==> src/rtl/vscale_hasti_slave_mux.sv <==
// rtl/vscale_hasti_slave_mux.sv - HASTI slave-side address decoder and data-phase multiplexer
module vscale_hasti_slave_mux #(
  parameter int N_SLAVES = 2,
  parameter int SEL_LSB  = 4,
  parameter int SEL_BITS = 4,
  parameter int TIMEOUT  = 255
) (
  input  logic                   clk,
  input  logic                   resetn,
  input  logic                   m_sel,
  input  logic                   m_read,
  input  logic                   m_write,
  input  logic [31:0]            m_addr,
  input  logic [2:0]             m_size,
  input  logic [2:0]             m_burst,
  input  logic [3:0]             m_prot,
  input  logic                   m_mastlock,
  input  logic [31:0]            m_wdata,
  output logic [31:0]            m_rdata,
  output logic                   m_ready,
  output logic                   m_resp,
  output logic [N_SLAVES-1:0]    s_sel,
  output logic [N_SLAVES-1:0]    s_read,
  output logic [N_SLAVES-1:0]    s_write,
  output logic [31:0]            s_addr,
  output logic [2:0]             s_size,
  output logic [2:0]             s_burst,
  output logic [3:0]             s_prot,
  output logic                   s_mastlock,
  output logic [31:0]            s_wdata,
  input  logic [32*N_SLAVES-1:0] s_rdata,
  input  logic [N_SLAVES-1:0]    s_ready,
  input  logic [N_SLAVES-1:0]    s_resp,
  output logic [7:0]             err_count
);

  localparam int IDX_W  = (N_SLAVES > 1) ? $clog2(N_SLAVES) : 1;
  localparam int WCNT_W = $clog2(TIMEOUT + 2);
  // Last wait count before the timeout fires; the limit is reached on the
  // TIMEOUT-th consecutive wait cycle.
  localparam int TLIM   = (TIMEOUT == 0) ? 0 : TIMEOUT - 1;
  localparam logic [SEL_BITS:0] N_MAP = N_SLAVES[SEL_BITS:0];
  localparam logic [WCNT_W-1:0] WLIM  = TLIM[WCNT_W-1:0];

  typedef enum logic [1:0] {IDLE, DATA, ERR1, ERR2} state_t;

  state_t              state, state_nx;
  logic [IDX_W-1:0]    dp_idx, dp_idx_nx;
  logic [WCNT_W-1:0]   wcnt, wcnt_nx;
  logic [SEL_BITS-1:0] idx;
  logic                mapped, accept, hit;
  logic                err_entry, slv_err;
  logic                dp_ready, dp_resp;
  logic [31:0]         dp_rdata;
  logic [8:0]          err_sum;

  assign idx    = m_addr[SEL_LSB +: SEL_BITS];
  assign mapped = {1'b0, idx} < N_MAP;
  // Gating with resetn keeps every strobe low while reset is held.
  assign accept = resetn & m_sel & (m_read | m_write) & m_ready;
  assign hit    = accept & mapped;

  assign s_addr     = m_addr;
  assign s_size     = m_size;
  assign s_burst    = m_burst;
  assign s_prot     = m_prot;
  assign s_mastlock = m_mastlock;
  assign s_wdata    = m_wdata;

  // Select ready/resp/rdata of the slave owning the current data phase.
  always_comb begin
    dp_ready = 1'b0;
    dp_resp  = 1'b0;
    dp_rdata = '0;
    for (int i = 0; i < N_SLAVES; i++) begin
      if (dp_idx == IDX_W'(i)) begin
        dp_ready = s_ready[i];
        dp_resp  = s_resp[i];
        dp_rdata = s_rdata[32*i +: 32];
      end
    end
  end

  // One-hot address-phase strobes for an accepted, mapped transfer.
  always_comb begin
    s_sel   = '0;
    s_read  = '0;
    s_write = '0;
    for (int i = 0; i < N_SLAVES; i++) begin
      if (hit && idx == SEL_BITS'(i)) begin
        s_sel[i]   = 1'b1;
        s_read[i]  = m_read;
        s_write[i] = m_write;
      end
    end
  end

  // Master-side response outputs by state.
  always_comb begin
    m_ready = 1'b1;
    m_resp  = 1'b0;
    m_rdata = '0;
    case (state)
      DATA: begin
        m_ready = dp_ready;
        m_resp  = dp_resp;
        m_rdata = dp_rdata;
      end
      ERR1: begin
        m_ready = 1'b0;
        m_resp  = 1'b1;
      end
      ERR2: m_resp = 1'b1;
      default: ;
    endcase
  end

  // Next state, data-phase owner, wait counter and error events.
  always_comb begin
    state_nx  = state;
    dp_idx_nx = dp_idx;
    wcnt_nx   = '0;
    case (state)
      DATA: begin
        if (dp_ready) begin
          state_nx = IDLE;
        end else if (TIMEOUT != 0 && wcnt == WLIM) begin
          state_nx = ERR1;
        end else if (wcnt != '1) begin
          wcnt_nx = wcnt + 1'b1;
        end else begin
          wcnt_nx = wcnt;
        end
      end
      ERR1:    state_nx = ERR2;
      ERR2:    state_nx = IDLE;
      default: ;
    endcase
    if (accept) begin
      wcnt_nx = '0;
      if (mapped) begin
        state_nx  = DATA;
        dp_idx_nx = idx[IDX_W-1:0];
      end else begin
        state_nx = ERR1;
      end
    end
    err_entry = (state_nx == ERR1);
    slv_err   = (state == DATA) & dp_ready & dp_resp;
    err_sum   = {1'b0, err_count} + {8'b0, err_entry} + {8'b0, slv_err};
  end

  // State registers with saturating error counter.
  always_ff @(posedge clk or negedge resetn) begin
    if (!resetn) begin
      state     <= IDLE;
      dp_idx    <= '0;
      wcnt      <= '0;
      err_count <= '0;
    end else begin
      state     <= state_nx;
      dp_idx    <= dp_idx_nx;
      wcnt      <= wcnt_nx;
      err_count <= err_sum[8] ? 8'hFF : err_sum[7:0];
    end
  end

endmodule
==> config.mk <==
export PLATFORM = sky130hd
export DESIGN_NAME = vscale_hasti_slave_mux
export DESIGN_NICKNAME = d
export VERILOG_FILES = /design/src/rtl/vscale_hasti_slave_mux.sv
export SDC_FILE = /design/constraint.sdc
export NUM_CORES = 1
export LEC_CHECK = 0
export CAP_MARGIN = 10
export CORE_AREA = 2 2 106 108
export DETAILED_ROUTE_END_ITERATION = 12
export DIE_AREA = 0 0 108 110
export PLACE_DENSITY = 0.74
export SETUP_SLACK_MARGIN = 0.15
export SLEW_MARGIN = 20
export SYNTH_ARGS = -nofsm -noshare
export SYNTH_HDL_FRONTEND = slang
export SYNTH_SLANG_ARGS = --single-unit
==> constraint.sdc <==
create_clock -name clk -period 2.69 [get_ports clk]
set_input_delay 0.4035 -clock clk [delete_from_list [all_inputs] [get_ports clk]]
set_output_delay 0.4035 -clock clk [all_outputs]
set_load 0.01 [all_outputs]
After elaboration in Yosys (flattened, before gate mapping)
Cells that the tools add are included.
{"block": "totals", "ram_bits": 0, "rom_bits": 0, "elab_cells": 51, "out_inout_bits": 123, "latchBits": 0, "n_memories": 0, "regBits": 20}
{"block": "classes", "n_lt_le_gt_ge": 1, "n_reduce_logical": 5, "add_sub_neg": 3, "bitwise_logic": 7, "div": 0, "shifts": 0, "multipliers": 0, "muxes": 23, "n_eq_ne": 8}
{"operator": "two-way mux 32 bit", "count": 2}
{"operator": "two-way mux 9 bit", "count": 5}
{"operator": "adder 8 x 1 -> 9 bit", "count": 1}
{"operator": "adder 9 x 1 -> 9 bit", "count": 1}
{"operator": "adder 9 x 1 -> 9 bit (second input constant)", "count": 1}
{"operator": "== test 9 x 8 -> 1 bit (second input constant)", "count": 1}
{"operator": "!= test 9 bit (second input constant)", "count": 1}
{"operator": "two-way mux 1 bit", "count": 8}
{"operator": "two-way mux 2 bit", "count": 4}
{"operator": "two-way mux 8 bit", "count": 1}
{"operator": "bitwise AND 1 bit", "count": 6}
{"operator": "== test 2 bit (second input constant)", "count": 3}
{"operator": "case mux 2 bit (3 select lines)", "count": 1}
{"operator": "!= test 5 bit (second input constant)", "count": 1}
{"operator": "== test 4 x 1 -> 1 bit (second input constant)", "count": 1}
{"operator": "zero test 4 bit", "count": 1}
{"operator": "< comparator 4 x 2 -> 1 bit (second input constant)", "count": 1}
{"operator": "case mux 1 bit (2 select lines)", "count": 2}
{"operator": "== test 2 x 1 -> 1 bit (second input constant)", "count": 1}
{"operator": "logical AND 1 bit", "count": 2}
{"operator": "AND reduction 2 bit", "count": 1}
{"operator": "OR reduction 2 bit", "count": 1}
{"operator": "bitwise OR 1 bit", "count": 1}

Longest topological paths before layout
{"block": "depth", "ltp_word": 9, "depth_mapped": 11, "ltp_nobuf": 11}

Least setup slack after synthesis
No wires, ideal clock.
{"block": "synth_path", "path_kind": "register -> register", "startpoint": "reg dp_idx", "endpoint": "reg err_count[3]", "synth_period_minus_slack_ns": 2.379, "n_path_buf": 0, "setup_slack_ns": 0.311, "path_stages_with_launch": 10, "setup_time_ns": 0.083, "required_ns": 2.607, "arrival_time_ns": 2.297, "path_cell_list": "dfrtp_1 -> mux2_4 -> nor4_1 -> o21ai_0 -> fa_1 -> inv_1 -> ha_1 -> and4_1 -> nand4_1 -> o21ai_0"}
{"block": "synth_via", "elab_chain_len": 8}
{"item": "from (decl)", "line": "48", "rtl": "logic [IDX_W-1:0] dp_idx, dp_idx_nx;"}
{"item": "from (signal assigned)", "line": "162", "rtl": "dp_idx <= dp_idx_nx;"}
{"item": "two-way mux 1 bit", "line": "76", "rtl": "if (dp_idx == IDX_W'(i)) begin"}
{"item": "two-way mux 2 bit or case mux 1 bit (2 select lines) (tied branches)", "line": "125, 103"}
{"item": "case mux 2 bit (3 select lines) or bitwise AND 1 bit (tied branches)", "line": "123, 60"}
{"item": "two-way mux 2 bit", "line": "139", "rtl": "if (accept) begin"}
{"item": "== test 2 bit", "line": "148", "rtl": "err_entry = (state_nx == ERR1);"}
{"item": "adder 8 x 1 -> 9 bit", "line": "150", "rtl": "err_sum = {1'b0, err_count} + {8'b0, err_entry} + {8'b0, slv_err};"}
{"item": "adder 9 x 1 -> 9 bit *", "line": "150"}
{"item": "two-way mux 8 bit *", "line": "164", "rtl": "err_count <= err_sum[8] ? 8'hFF : err_sum[7:0];"}
{"item": "to (signal assigned)", "line": "164"}
{"item": "to (decl)", "line": "34", "rtl": "output logic [7:0] err_count"}
Mark *: on every way between the ends. The rest lies on a longest branch, timed or not.
A chain may end at the register's enable or synchronous reset.

Worst setup path in the final report
{"block": "layout_path", "startpoint": "in s_ready[1]", "endpoint": "reg err_count[3]"}
{"block": "layout_via", "elab_chain_len": 8}
{"item": "from (decl)", "line": "32", "rtl": "input logic [N_SLAVES-1:0] s_ready,"}
{"item": "two-way mux 1 bit *", "line": "76"}
{"item": "two-way mux 2 bit or case mux 1 bit (2 select lines) (tied branches)", "line": "125, 103"}
{"item": "case mux 2 bit (3 select lines) or bitwise AND 1 bit (tied branches)", "line": "123, 60"}
{"item": "two-way mux 2 bit", "line": "139"}
{"item": "== test 2 bit", "line": "148"}
{"item": "adder 8 x 1 -> 9 bit", "line": "150"}
{"item": "adder 9 x 1 -> 9 bit *", "line": "150"}
{"item": "two-way mux 8 bit *", "line": "164"}
Marked as above.

==> out/results.tsv <==
stage	metric	value	unit
grt	vias in the first global route	1970	
logic_synthesis	Yosys Warn Count	0	
grt	largest net degree at the start of global routing	35	
clocking	CTS root buf	clkbuf_8	
power_and_ir_drop	P_leak	1.39	nW
detailed_routing	remaining antenna violation count	0	
layout	Finished Cell Area	3350	sq um
setup_path	Critical Path Sink Type	flip-flop	
layout	combined flip-flop and latch cell area	502	sq um
setup_path	CP arrival	2.68	ns
timing	final setup violation count	0	
layout	share of post-route cells with drive strength above 1	0.110	
die	Die H	110	microns
logic_synthesis	post-synth top area cell	buf_4	
layout	Antenna Cells	0	
timing	Tightest Pin Transition	0.543	ns
timing	Slew Limit Headroom	0.638	
logic_synthesis	Post-synth EDFFs	0	
layout	Post-Layout Cell Count	476	
timing	final worst slack	0.203	ns
timing	Layout Skew	0.00526	ns
detailed_routing	vias per inst	4.23	
run_status	outcome	completed	
logic_synthesis	top-area cell type share of the netlist area	0.262	
clocking	H-tree Lvls	1	
timing	RSZ-0062 raised after global routing	yes	
logic_synthesis	most frequent cell after synthesis	buf_4	
timing	worst hold slack	0.412	ns
setup_path	CP Max Fanout	5	
setup_path	Crit Path Class	in -> reg	
layout	area of the multi-input gates	1150	sq um
worst_hold_path	Worst Hold Class	in -> async	
detailed_routing	DRT iter0 DRCs	125	
detailed_routing	wire length per cell	15.2	microns
grt	first-pass GRT wire length	10300	microns
die	Die Footprint	11900	sq um
logic_synthesis	unique cell type count in the Yosys netlist	40	
timing	Pins Over Slew Limit	0	
layout	synthesis-to-layout area growth	48.1	%
logic_synthesis	Post-synth top flop	dfrtp_1	
layout	Filler Cells Inserted	1109	
power_and_ir_drop	Total Power	1.99	mW
flow_run	maxcap violations	0	
layout	Nets	490	
place	placed inst area	3220	sq um
place	dpl ws	-0.361	ns
clocking	CTS sink cnt	20	
timing	Tmin final	2.49	ns
setup_path	Req. time, crit path	2.88	ns
clocking	CTS buffer count	3	
place	placer congestion estimate	0.859	
die	standard-cell rows	38	
timing	final hold violations	0	
timing	Fmax achieved	402	MHz
die	core area	10700	sq um
grt	initial antenna violation count	0	
clocking	# hold bufs at CTS	0	
logic_synthesis	most area-consuming cells after synthesis	buf_4, dfrtp_1, mux2i_1	
clocking	clock-pin slew on the worst setup and hold paths	0.08	ns
place	DP HPWL	5940	microns
detailed_routing	vias	2012	
grt	All-Layer GR Usage	0.109	
place	dpl cells	470	
detailed_routing	TritonRoute pass-1 iters	4	
logic_synthesis	synthesized area	2260	sq um
clocking	worst skew pair latency	0.26	ns
logic_synthesis	Async S/R FF share, synth	1.00	
logic_synthesis	top cell types by occurrence after synthesis	buf_4, nor2_1, mux2i_1, dfrtp_1, inv_1	
grt	GRT Residual Overflow	0	
power_and_ir_drop	P per Cell Area	594	nW/um^2
detailed_routing	DRC	0	
die	Starting Density	0.211	
timing	Tcrit/Tclk final	0.925	
power_and_ir_drop	VDD IR max	0.000334	V
logic_synthesis	syn_area_per_cell	8.37	sq um
setup_path	Startpoint Class	input pin	
logic_synthesis	Syn Nets	423	
die	Die Wd	108	microns
logic_synthesis	sequential area share after synthesis	0.221	
clocking	largest buffer count on any clock path	2	
die	IO Pins	271	
logic_synthesis	Syn Inst Count	270	
clocking	TritonCTS clock tree	done	
detailed_routing	DRT Wirelength	7230	microns
logic_synthesis	number of synthesized register bits	20	
place	Port Buf Inserts	128	
==> cell usage in the layout (no fill, tap or decap), types with 2 or more instances in the layout <==
cell,synthesis,routed
nand2_1,7,7
nor3_1,4,4
xnor2_1,3,3
and3_1,2,2
clkbuf_8,0,4
nor2_1,44,44
nand4_1,3,3
clkdlybuf4s50_1,0,121
nand4b_1,2,2
xor2_1,2,2
nand3_1,5,5
a21oi_1,7,7
buf_4,79,18
nand2b_1,3,3
inv_1,9,8
ha_1,4,2
mux2i_1,36,36
dlygate4sd2_1,0,6
a31oi_1,3,3
nor2b_1,3,3
o211ai_1,3,3
dfrtp_1,20,19
mux2_4,2,2
o21ai_1,0,2
and4b_1,3,3
==> flip-flops by register name, summed over array words and instances (netlist names) <==
register and cells:
wcnt 9, err_count 8, state 2, dp_idx 1
==> metal layers <==
| layer | up-vias | global-route usage | part of all wire |
|---|---|---|---|
| met5 | - | 0 | 0 |
| met4 | 0 | 0.0458 | 0.030 |
| met3 | 18 | 0.0388 | 0.11 |
| met2 | 115 | 0.205 | 0.52 |
| met1 | 906 | 0.109 | 0.34 |
| li1 | 973 | - | - |
==> report_power, final <==
group | total (mW) | switching, mW | internal (mW)
clock network | 0.234 | 0.103 | 0.130
registers | 0.463 | 0.0954 | 0.368
logic | 1.29 | 0.577 | 0.714
==> worst paths after layout <==
path / depth (start not counted) / slack, ns / end / startpoint
min in group clk: 2 / 0.59 / wcnt[1] / wcnt[1]
hold / removal: 3 / 0.41 / state[0] / resetn
hold reg to reg: 2 / 0.59 / wcnt[1] / wcnt[1]
setup reg to reg: 11 / 0.20 / err_count[3] / wcnt[0]
max in group asynchronous: 3 / 2.05 / dp_idx / resetn
setup / recovery: 11 / 0.20 / err_count[3] / s_ready[1]
==> worst max-delay path, cell delays in order <==
cell             delay, ns
clkdlybuf4s50_1       0.48
buf_4                 0.11
mux2i_1               0.11
a211oi_2              0.29
o21ai_2               0.11
fa_2                  0.35
inv_2                 0.08
ha_4                  0.13
and4_4                0.23
nand4_1               0.21
o21ai_1               0.14
==> area by class of cell <==
type | instances | share of cell area
clock buffers | 4 | 0.0164
inverters | 9 | 0.0101
multi-input cells | 156 | 0.344
flip-flops and latches | 20 | 0.150
well taps | 140 | 0.0523
repair buffers | 147 | 0.428
==> what timing repair did <==
action / CTS / global route
setup endpoints to repair: 15 / 10
gates resized for setup: 10 / 14
setup buffers: 0 / 2
gates cloned: 0 / 0
pin swaps: 0 / 4
==> per-stage QoR <==
stage                      util  setup TNS (ns)
after CTS                 0.307               0
after global routing      0.313               0
after floorplan               -               0
final                     0.313               0
after detailed placement  0.301           -2.32
after global placement    0.301           -1.66
==> kinds of logic after synthesis <==
logic type | count (synthesis) | synth area share
xor+xnor | 5 | 0.0194
compound gates | 25 | 0.0836
flops | 20 | 0.221
simple gates | 83 | 0.180
buf+inv | 94 | 0.292
fa+ha+maj | 5 | 0.0310
mux | 38 | 0.173
Note: power is estimated with default switching activity, not from simulation.
